**src/rtl/csr_trap_bank.sv**
```systemverilog
// csr_trap_bank: privilege-level CSR bank with trap entry, xRET and redirect PC.
// Optional feature macro: CSR_COUNTERS_EN (cycle/instret read-only counters).
module csr_trap_bank #(
    parameter int          XLEN    = 64,
    parameter logic [11:0] BASE    = 12'h000,
    parameter int          CAUSE_W = 6
) (
    input  logic               clk,
    input  logic               reset,
    input  logic               csr_valid,
    input  logic [1:0]         csr_op,
    input  logic [11:0]        csr_addr,
    input  logic [XLEN-1:0]    csr_wdata,
    output logic [XLEN-1:0]    csr_rdata,
    output logic               csr_illegal,
    input  logic [XLEN-1:0]    pc,
    input  logic               trap_valid,
    input  logic               trap_intr,
    input  logic [CAUSE_W-1:0] trap_code,
    input  logic [XLEN-1:0]    trap_tval,
    input  logic               xret_valid,
    output logic               redirect,
    output logic [XLEN-1:0]    redirect_pc,
    input  logic               irq_sw,
    input  logic               irq_tmr,
    input  logic               irq_ext,
    output logic               irq_take,
    input  logic               retire
);

    localparam logic [1:0] OP_RW = 2'b01;
    localparam logic [1:0] OP_RS = 2'b10;
    localparam logic [1:0] OP_RC = 2'b11;

    localparam logic [XLEN-1:0] STATUS_M = XLEN'(12'h011);
    localparam logic [XLEN-1:0] IE_M     = XLEN'(12'h111);
    localparam logic [XLEN-1:0] CAUSE_M  =
        {1'b1, {(XLEN-1-CAUSE_W){1'b0}}, {CAUSE_W{1'b1}}};

    // one-hot register select
    localparam int S_STATUS  = 0;
    localparam int S_IE      = 1;
    localparam int S_TVEC    = 2;
    localparam int S_SCRATCH = 3;
    localparam int S_EPC     = 4;
    localparam int S_CAUSE   = 5;
    localparam int S_TVAL    = 6;
    localparam int S_IP      = 7;

    logic [XLEN-1:0] status_q, ie_q, tvec_q, scratch_q;
    logic [XLEN-1:0] epc_q, cause_q, tval_q;
    logic            ip0_q;

    logic [11:0]     off;
    logic [7:0]      sel;
    logic            cnt_hit;
    logic [XLEN-1:0] cnt_val;
    logic [XLEN-1:0] ip_val;
    logic [XLEN-1:0] old;
    logic [XLEN-1:0] nv;
    logic            write_try;
    logic            wr_en;
    logic [XLEN-1:0] vec_off;

    logic unused;
    assign unused = ^{retire, pc[0]};

    // live ip view: timer/external are wires, software bit is sticky
    always_comb begin
        ip_val    = '0;
        ip_val[0] = ip0_q | irq_sw;
        ip_val[4] = irq_tmr;
        ip_val[8] = irq_ext;
    end

`ifdef CSR_COUNTERS_EN
    logic [63:0] cycle_q;
    logic [63:0] instret_q;

    // free-running cycle and retired-instruction counters
    always_ff @(posedge clk) begin
        if (reset) begin
            cycle_q   <= '0;
            instret_q <= '0;
        end else begin
            cycle_q <= cycle_q + 64'd1;
            if (retire)
                instret_q <= instret_q + 64'd1;
        end
    end

    // counters live at fixed addresses outside the BASE window
    always_comb begin
        cnt_hit = 1'b0;
        cnt_val = '0;
        if (csr_addr == 12'hC00) begin
            cnt_hit = 1'b1;
            cnt_val = XLEN'(cycle_q);
        end else if (csr_addr == 12'hC02) begin
            cnt_hit = 1'b1;
            cnt_val = XLEN'(instret_q);
        end
    end
`else
    assign cnt_hit = 1'b0;
    assign cnt_val = '0;
`endif

    // address decode relative to the privilege window
    always_comb begin
        off = csr_addr - BASE;
        sel = '0;
        case (off)
            12'h000: sel[S_STATUS]  = 1'b1;
            12'h004: sel[S_IE]      = 1'b1;
            12'h005: sel[S_TVEC]    = 1'b1;
            12'h040: sel[S_SCRATCH] = 1'b1;
            12'h041: sel[S_EPC]     = 1'b1;
            12'h042: sel[S_CAUSE]   = 1'b1;
            12'h043: sel[S_TVAL]    = 1'b1;
            12'h044: sel[S_IP]      = 1'b1;
            default: sel = '0;
        endcase
    end

    // read mux; unimplemented addresses read as zero
    always_comb begin
        old = cnt_val;
        unique case (1'b1)
            sel[S_STATUS]:  old = status_q;
            sel[S_IE]:      old = ie_q;
            sel[S_TVEC]:    old = tvec_q;
            sel[S_SCRATCH]: old = scratch_q;
            sel[S_EPC]:     old = epc_q;
            sel[S_CAUSE]:   old = cause_q;
            sel[S_TVAL]:    old = tval_q;
            sel[S_IP]:      old = ip_val;
            default:        old = cnt_val;
        endcase
    end

    // read-modify-write value; RS/RC with zero operand is a pure read
    always_comb begin
        nv        = old;
        write_try = 1'b0;
        case (csr_op)
            OP_RW: begin
                nv        = csr_wdata;
                write_try = 1'b1;
            end
            OP_RS: begin
                nv        = old | csr_wdata;
                write_try = |csr_wdata;
            end
            OP_RC: begin
                nv        = old & ~csr_wdata;
                write_try = |csr_wdata;
            end
            default: begin
                nv        = old;
                write_try = 1'b0;
            end
        endcase
    end

    assign wr_en = csr_valid & (|sel) & write_try
                 & ~trap_valid & ~xret_valid;

    assign csr_illegal = csr_valid
                       & (~((|sel) | cnt_hit) | (cnt_hit & write_try));

    // vectored mode only offsets interrupts
    assign vec_off = (tvec_q[1:0] == 2'b01 && trap_intr)
                   ? (XLEN'(trap_code) << 2) : '0;

    // redirect outputs, suppressed while reset is held
    always_comb begin
        redirect    = ~reset & (trap_valid | xret_valid);
        redirect_pc = '0;
        if (!reset) begin
            if (trap_valid)
                redirect_pc = {tvec_q[XLEN-1:2], 2'b00} + vec_off;
            else if (xret_valid)
                redirect_pc = epc_q;
        end
    end

    assign csr_rdata = reset ? '0 : old;
    assign irq_take  = ~reset & status_q[0] & (|(ip_val & ie_q));

    // CSR state: reset > trap > xret > instruction write
    always_ff @(posedge clk) begin
        if (reset) begin
            status_q  <= '0;
            ie_q      <= '0;
            tvec_q    <= '0;
            scratch_q <= '0;
            epc_q     <= '0;
            cause_q   <= '0;
            tval_q    <= '0;
            ip0_q     <= 1'b0;
        end else if (trap_valid) begin
            epc_q       <= {pc[XLEN-1:1], 1'b0};
            cause_q     <= CAUSE_M & {trap_intr, {(XLEN-1-CAUSE_W){1'b0}}, trap_code};
            tval_q      <= trap_tval;
            status_q[4] <= status_q[0];
            status_q[0] <= 1'b0;
        end else if (xret_valid) begin
            status_q[0] <= status_q[4];
            status_q[4] <= 1'b1;
        end else if (wr_en) begin
            unique case (1'b1)
                sel[S_STATUS]:  status_q  <= nv & STATUS_M;
                sel[S_IE]:      ie_q      <= nv & IE_M;
                sel[S_TVEC]:    tvec_q    <= nv[1]
                                           ? {nv[XLEN-1:2], tvec_q[1:0]}
                                           : nv;
                sel[S_SCRATCH]: scratch_q <= nv;
                sel[S_EPC]:     epc_q     <= {nv[XLEN-1:1], 1'b0};
                sel[S_CAUSE]:   cause_q   <= nv & CAUSE_M;
                sel[S_TVAL]:    tval_q    <= nv;
                sel[S_IP]:      ip0_q     <= nv[0];
                default:        ;
            endcase
        end
    end

endmodule

```
**config.mk**
```make
export PLATFORM = sky130hd
export DESIGN_NAME = csr_trap_bank
export DESIGN_NICKNAME = d
export VERILOG_FILES = /design/src/rtl/csr_trap_bank.sv
export SDC_FILE = /design/constraint.sdc
export NUM_CORES = 1
export LEC_CHECK = 0
export BUFFER_PORTS_ARGS = -buffer_cell sky130_fd_sc_hd__buf_4
export CORE_MARGIN = 4
export CORE_UTILIZATION = 35
export DETAILED_ROUTE_END_ITERATION = 10
export PLACE_DENSITY = 0.62
export SYNTH_ARGS = -nofsm -noshare
export SYNTH_HDL_FRONTEND = slang
export SYNTH_SLANG_ARGS = --single-unit
```
**constraint.sdc**
```tcl
create_clock -name clk -period 7.8 [get_ports clk]
set_input_delay 0.78 -clock clk [delete_from_list [all_inputs] [get_ports clk]]
set_output_delay 0.78 -clock clk [all_outputs]
set_load 0.02 [all_outputs]
```
==> run_results.csv, run 1 <==
group,metric,value,unit
setup_path,path_depth,12,
timing,post-route-period-util,66.7,%
layout,design_area,21900,um2
clock_network,ctsHtreeMaxLevel,2,
synth,synth.avg_cell_area,7.66,um2
timing,hold_violations,0,
route,wl_per_cell,26.0,um
run_status,outcome,"completed",
setup_path,timing.rr.end,"tval_q[63]",
floorplanning,die_x,234,um
setup_path,cp-startpoint,"tvec_q[0]",
floorplanning,die_h,234,um
setup_path,crit_type,"reg2out",
placed_design,port_buffers,349,
route,drtAntennaViolNets,0,
timing,rsz0062_at_grt,"false",
synth,synthesis.nets,2564,
grt,antenna_found_initial,8,
hold_path,hold_path_class,"reg2reg",
route,wl_met1,34600,um
layout,area_growth,22.8,%
layout,drive_above_1_share,21.4,%
setup_path,arrival,4430,ps
setup_path,cp.buffers_inverters,3,
floorplanning,design.core.area,50300,um2
setup_path,r2r_cells,6,
synth,synth_edf_count,0,
grt,grt_max_degree,79,
route,firstDrtPassIters,8,
clock_network,cts_made_buffers,35,
route,via_per_inst,6.31,
synth,synth.distinct_cells,77,
timing,setup_viol,0,
clock_network,clk_path_buf_depth,3,
timing,tightestPinTransition,1240,ps
power,power_density,166,nW/um2
clock_network,clock_sinks,267,
placed_design,post-dp-hpwl,56300,um
placed_design,post_dp_cell_area,20800,um2
setup_path,cpMostUsedCell,"buf_4",
synth,synth_top_area_cell,"dfxtp_1",
synth,yosysTopAreaCellShare,29.9,%
synth,yosysSeqAreaShare,29.9,%
power,power,3.65,mW
floorplanning,die_area,54800,um2
layout,seqCellArea,5350,um2
layout,multi_input_area,11600,um2
route,drcViolationCount,0,
timing,relSlewSlack,17.1,%
clock_network,cts_setup_buffers,0,
setup_path,rrSetupSlack,5560,ps
grt,grt_pass1_vias,19300,
layout,nets,2777,
timing,min_period,5210,ps
grt,grt.total_usage,29.1,%
setup_path,cp_data_required_time,7020,ps
synth,synth-seq-cells,267,
clock_network,clk_latency,570,ps
clock_network,cts_hold_buf,0,
placed_design,routabilityCongestion,0.877,
timing,finalClockSkew,14.8,ps
grt,grt-ovfl-total,0,
synth,synthArstFlopShare,0,%
placed_design,post-place-ws,2920,ps
setup_path,critical_path.top_delay_family,"compound AO/OA/AOI/OAI gates",
route,highest_layer,"met5",
clock_network,cts_tree,"done",
setup_path,cp-start-kind,"register",
setup_path,cp_slowest_stage_delay,960,ps
timing,fin_tns_setup,0,ps
clock_network,cts-root-buf,"clkbuf_16",
clock_network,clk_pin_slew,60,ps
power,irDropWorstVdd,126,uV
timing,timing.final.ws_setup,2590,ps
synth,synthTopCellsByArea,"dfxtp_1, nand2_1, a21oi_1",
timing,whs,447,ps
route,wl_met2,37200,um
clock_network,cts-resized-gates,0,
power,p_leak,8.49,nW
run,cap_violations,0,
setup_path,critPathMaxFanout,12,
grt,grt_pass1_wl,122000,um
synth,synth_ff_type,"dfxtp_1",
layout,fillers,5084,
setup_path,r2r-start,"tval_q[63]",
synth,synth_cells,2335,
floorplanning,fp-row-count,82,
setup_path,cp-end-kind,"output pin",
timing,maxSlewViolCount,0,
route,drt_iter0_drc,2691,
setup_path,slowest_stage,"a21oi_1",
setup_path,worstPathCellList,"and3_1, ha_1, inv_1, fa_1, nor2b_1, o21a_1, o21ai_0, buf_4, a21oi_1, a211oi_1, nor4_1, buf_4",
timing,fmax,0.192,GHz
synth,syn_area,17900,um2
floorplanning,io_pins,353,
synth,yosysWarnings,0,
setup_path,endpoint,"redirect_pc[34]",
route,wl,84200,um
route,vias,20500,
floorplanning,start_util,35.6,%
route,dr_wl_met3,9020,um
Yosys cell counts (all sizes together), types with 37 or more instances:
cell    count
a221o      52
mux2i      79
a21oi     177
dfxtp     267
and3       75
nand3      86
a31oi      37
a32oi      41
o21ai     104
xnor2      71
buf        70
a211oi     88
nor4       47
nor2      133
a21o       49
nor3       43
nand2     390
clkbuf    142
sequential cells by signal (all words and copies together) (netlist names):
name,cells
status_q,2
ip0_q,1
tval_q,64
scratch_q,64
epc_q,63
ie_q,3
tvec_q,63
cause_q,7
worst min-delay path by stage:
stage	start	to	slack [ps]	cells after the start
3_5_place_dp	scratch_q[27]	scratch_q[27]	440	2
6_report	scratch_q[28]	scratch_q[28]	450	2
4_1_cts	trap_tval[56]	tval_q[56]	440	2
3_3_place_gp	scratch_q[24]	scratch_q[24]	430	2
2_1_floorplan	scratch_q[3]	scratch_q[3]	430	2
5_1_grt	trap_tval[56]	tval_q[56]	460	2
per-stage QoR:
step / utilization [%] / cells
3_5_place_dp: 41.4 / 3183
2_1_floorplan: - / 2335
6_report: 43.7 / 3244
5_1_grt: 43.7 / 3243
3_3_place_gp: 41.4 / 3183
4_1_cts: 43.7 / 3243
placed cells by master, fill, tap and decap left out, types with 27 or more instances in the layout:
| cell | Yosys | final |
|---|---|---|
| a22oi_1 | 29 | 29 |
| nand2_1 | 390 | 390 |
| nor2b_1 | 29 | 28 |
| nor4_1 | 42 | 42 |
| dfxtp_1 | 267 | 267 |
| a21o_1 | 49 | 48 |
| and3_1 | 75 | 75 |
| nor2_1 | 131 | 130 |
| a22o_1 | 27 | 27 |
| nor3_1 | 42 | 42 |
| a31oi_1 | 37 | 37 |
| mux2i_1 | 79 | 79 |
| a211oi_1 | 88 | 85 |
| clkbuf_16 | 0 | 36 |
| nor3b_1 | 31 | 31 |
| inv_1 | 28 | 27 |
| xnor2_1 | 71 | 71 |
| a21oi_1 | 177 | 176 |
| nand3_1 | 86 | 86 |
| buf_4 | 5 | 387 |
| or3b_2 | 32 | 32 |
| o21ai_0 | 98 | 98 |
| a221o_1 | 52 | 52 |
| a32oi_2 | 30 | 30 |
kinds of logic after synthesis:
group / Yosys count / synth area share [%]
buffers and inverters: 241 / 5.60
multiplexers: 81 / 4.61
XOR/XNOR: 74 / 3.63
AND/OR/NAND/NOR: 935 / 25.9
other: 1 / 0.0210
AO/OA/AOI/OAI: 729 / 29.8
adder cells (fa/ha/maj): 7 / 0.532
flip-flops: 267 / 29.9
report_power, final:
part           total [mW]  switching (mW)  internal (mW)  leakage [nW]
combinational       0.559           0.347          0.212          5.75
sequential           1.45          0.0365           1.42          2.18
clock                1.63           0.680          0.955         0.555
tightest hold or removal path, delay by kind of cell (launching register included):
kind | cells | cell delay (ps)
flip-flops | 1 | 300
AND/OR/NAND/NOR | 1 | 50
AO/OA/AOI/OAI | 1 | 50
metal layers:
| metal | vias up | global-route usage [%] |
|---|---|---|
| met1 | 9892 | 39.4 |
| met4 | 16 | 11.6 |
| met2 | 1256 | 45.1 |
| met3 | 216 | 6.62 |
| li1 | 9088 | - |
| met5 | - | 0 |
cell type report:
cell class | instances | area share [%]
diodes | 1 | 0.0114
clock buffers | 51 | 4.73
clock inverters | 9 | 0.399
inverters | 29 | 0.507
multi-input cells | 1827 | 52.9
flip-flops and latches | 267 | 24.4
well taps | 672 | 3.83
repair buffers | 388 | 13.3
Note: power is estimated with default switching activity, not from simulation.
==> inputs of run 2 (changes only) <==
ABC_AREA = 1   (was default)
PLACE_DENSITY = 0.61   (was 0.62)
clock period = 4.9 ns   (was 7.8 ns; I/O delays follow)
==> run 2 against run 1 <==
- largest cell class unchanged
- die area increased by 12%
- synthesized cell count up 51%
- global-route usage is 0.073 points higher
- register-to-register slack worse by 2300 ps
- hold slack worse by 200 ps
- largest power group unchanged
- non-clock buffer count is 15 higher
- design area increased by 11%
- total power rose by 58%
- clock skew is 0.89 ps lower
- sequential cell count unchanged
- core utilization down 0.70 points
==> run_results.csv, run 2 <==
group,metric,value,unit
run_status,outcome,"completed",
layout,multi_input_area,12400,um2
grt,grt-ovfl-total,0,
floorplanning,fp-row-count,87,
hold_path,holdPathEnd,"epc_q[15]",
synth,synth.most_common_cell,"nand2_1",
setup_path,crit_type,"reg2out",
timing,post-route-period-util,93.9,%
layout,final_common_cell,"nand2_1",
layout,nets,3988,
hold_path,min-delay-start,"pc[15]",
grt,antenna_found_initial,5,
route,wl_per_cell,20.5,um
timing,tightestPinTransition,1100,ps
clock_network,clk_path_buf_depth,3,
placed_design,routabilityCongestion,0.986,
timing,fin_tns_setup,0,ps
grt,grt_max_degree,125,
setup_path,r2r_cells,11,
timing,rsz0062_at_grt,"false",
clock_network,clock_sinks,267,
power,power_density,237,nW/um2
synth,yosysTopAreaCellShare,26.7,%
placed_design,placed_cells,4478,
layout,seqCellArea,5350,um2
synth,synth-adder-area-share,0.475,%
timing,min_period,4600,ps
floorplanning,die_h,247,um
setup_path,arrival,4110,ps
synth,synth_edf_count,0,
synth,synth-seq-cells,267,
layout,final_cell_mix,"nand2_1, nor2_1, buf_4",
setup_path,critPathMaxFanout,7,
hold_path,hold_path_class,"in2reg",
setup_path,cp.buffers_inverters,3,
synth,synth_cells,3534,
clock_network,cts_setup_buffers,0,
power,irDropWorstVdd,214,uV
setup_path,critical_path.top_delay_family,"simple AND/OR/NAND/NOR gates",
route,drt_iter0_drc,2443,
timing,hold_violations,0,
setup_path,rrSetupSlack,3230,ps
route,drcViolationCount,0,
layout,reg_top3,"scratch_q: 64 flops, tval_q: 64 flops",
route,wl,93200,um
synth,yosysSeqAreaShare,26.7,%
timing,maxSlewViolCount,0,
timing,finalClockSkew,13.9,ps
synth,synth-simple-area-share,41.0,%
setup_path,cpMostUsedCell,"nand2_1",
timing,setup_viol,0,
synth,muxShareOfSynthArea,0,%
setup_path,slowest_stage,"fa_1",
synth,synthXorXnorAreaFrac,1.18,%
timing,fmax,0.217,GHz
synth,synth_ff_type,"dfxtp_1",
synth,synth_top_area_cell,"dfxtp_1",
floorplanning,die_x,247,um
floorplanning,die_area,61100,um2
synth,synthTopCellsByArea,"dfxtp_1, nand2_1, nor2_1",
setup_path,cp_data_required_time,4410,ps
synth,synth.distinct_cells,42,
synth,synthesis.nets,3763,
run,cap_violations,0,
layout,area_growth,21.2,%
route,drtAntennaViolNets,0,
synth,syn_area,20000,um2
clock_network,clk_pin_slew,60,ps
setup_path,cp-start-kind,"register",
clock_network,cts_tree,"done",
clock_network,clk_latency,550,ps
clock_network,cts-root-buf,"clkbuf_16",
synth,synth_top_family_by_area,"simple AND/OR/NAND/NOR gates",
layout,fillers,6380,
route,via_per_inst,5.36,
clock_network,ctsHtreeMaxLevel,2,
placed_design,port_buffers,349,
synth,synthArstFlopShare,0,%
layout,drive_above_1_share,13.8,%
synth,synth_compound_area_share,18.9,%
route,vias,24300,
clock_network,cts_hold_buf,0,
route,firstDrtPassIters,5,
synth,yosysWarnings,0,
setup_path,r2r-start,"ip0_q",
setup_path,cp-end-kind,"output pin",
grt,grt_pass1_wl,137000,um
layout,fin_cells,4540,
setup_path,cp_slowest_stage_delay,390,ps
clock_network,cts_made_buffers,35,
timing,relSlewSlack,26.6,%
power,p_leak,11.3,nW
floorplanning,design.core.area,56500,um2
setup_path,timing.rr.end,"tval_q[0]",
hold_path,whs_path_depth,5,
placed_design,post-dp-hpwl,66000,um
setup_path,worstPathCellList,"nand2_1, nor2_1, ha_1, inv_1, fa_1, inv_1, nand2_1, o21ai_1, a21oi_1, nor2_4, nand2_1, nor2_1, xor2_1, nand2_1, nand2_1, nor2_1, buf_4",
grt,grt.total_usage,29.2,%
synth,synth.avg_cell_area,5.66,um2
floorplanning,start_util,35.4,%
floorplanning,io_pins,353,
grt,grt_pass1_vias,22200,
synth,ys_top_cells_by_count,"nand2_1, nor2_1, inv_1, o21ai_0, dfxtp_1",
[run 2: changes by cell type after synthesis, moves of 127 or more]
| cell | delta |
|---|---|
| nand3_1 | +127 |
| nand2_1 | +431 |
| inv_1 | +334 |
| nor2_1 | +653 |
| o21ai_0 | +222 |
[run 2: cell type report]
type | count | share of cell area, %
Multi-Input combinational cell | 2679 | 51.0
Sequential cell | 267 | 22.0
Timing Repair Buffer | 403 | 12.8
Inverter | 373 | 5.82
Clock buffer | 56 | 4.36
Tap cell | 756 | 3.90
Clock inverter | 3 | 0.0619
Antenna cell | 3 | 0.0309
[run 2: what timing repair did]
action	4_1_cts	5_1_grt
resized for setup	0	2
hold endpoints to repair	0	0
setup endpoints to repair	0	3
[run 2: cell families after synthesis]
logic type | after synthesis
other | 1
buffers and inverters | 588
adder cells (fa/ha/maj) | 7
XOR/XNOR | 27
AO/OA/AOI/OAI | 665
flip-flops | 267
AND/OR/NAND/NOR | 1979
[run 2: how the worst max path moves through the flow]
| stage | startpoint | slack [ps] | to | depth (start not counted) |
|---|---|---|---|---|
| 3_3_place_gp | trap_intr | 630 | redirect_pc[62] | 20 |
| 2_1_floorplan | trap_intr | 1580 | redirect_pc[46] | 16 |
| 3_5_place_dp | trap_intr | 630 | redirect_pc[62] | 20 |
| 4_1_cts | tvec_q[0] | 240 | redirect_pc[62] | 19 |
| 5_1_grt | tvec_q[0] | 6 | redirect_pc[58] | 17 |
| 6_report | tvec_q[0] | 300 | redirect_pc[58] | 17 |
[run 2: stage by stage]
step	power (mW)	utilization [%]	hold WS, ps	setup slack [ps]	instance area (um2)
2_1_floorplan	2.88	-	442	1580	20000
3_3_place_gp	3.28	41.0	458	634	23200
3_5_place_dp	3.28	41.0	465	626	23200
4_1_cts	5.76	42.9	228	242	24300
5_1_grt	5.96	42.9	260	5.84	24300
6_report	5.76	43.0	246	299	24300
[run 2: where the power goes]
part           internal, mW  switching (mW)
combinational         0.360           0.603
sequential             2.25          0.0393
clock                  1.47            1.04
total                  4.08            1.68
[run 2: worst min-delay path, cell delays in order]
cell	delay [ps]
buf_4	70
nand2_1	40
nand2_1	50
nor2_1	40
nor2_1	70
[run 2: routing by layer]
layer	track usage, %	part of all wire (%)	vias to the layer above
li1	-	-	11700
met1	39.9	43	11200
met2	46.3	44	1179
met3	4.13	8.7	209
met4	11.6	4.2	4
met5	0	0.029	-
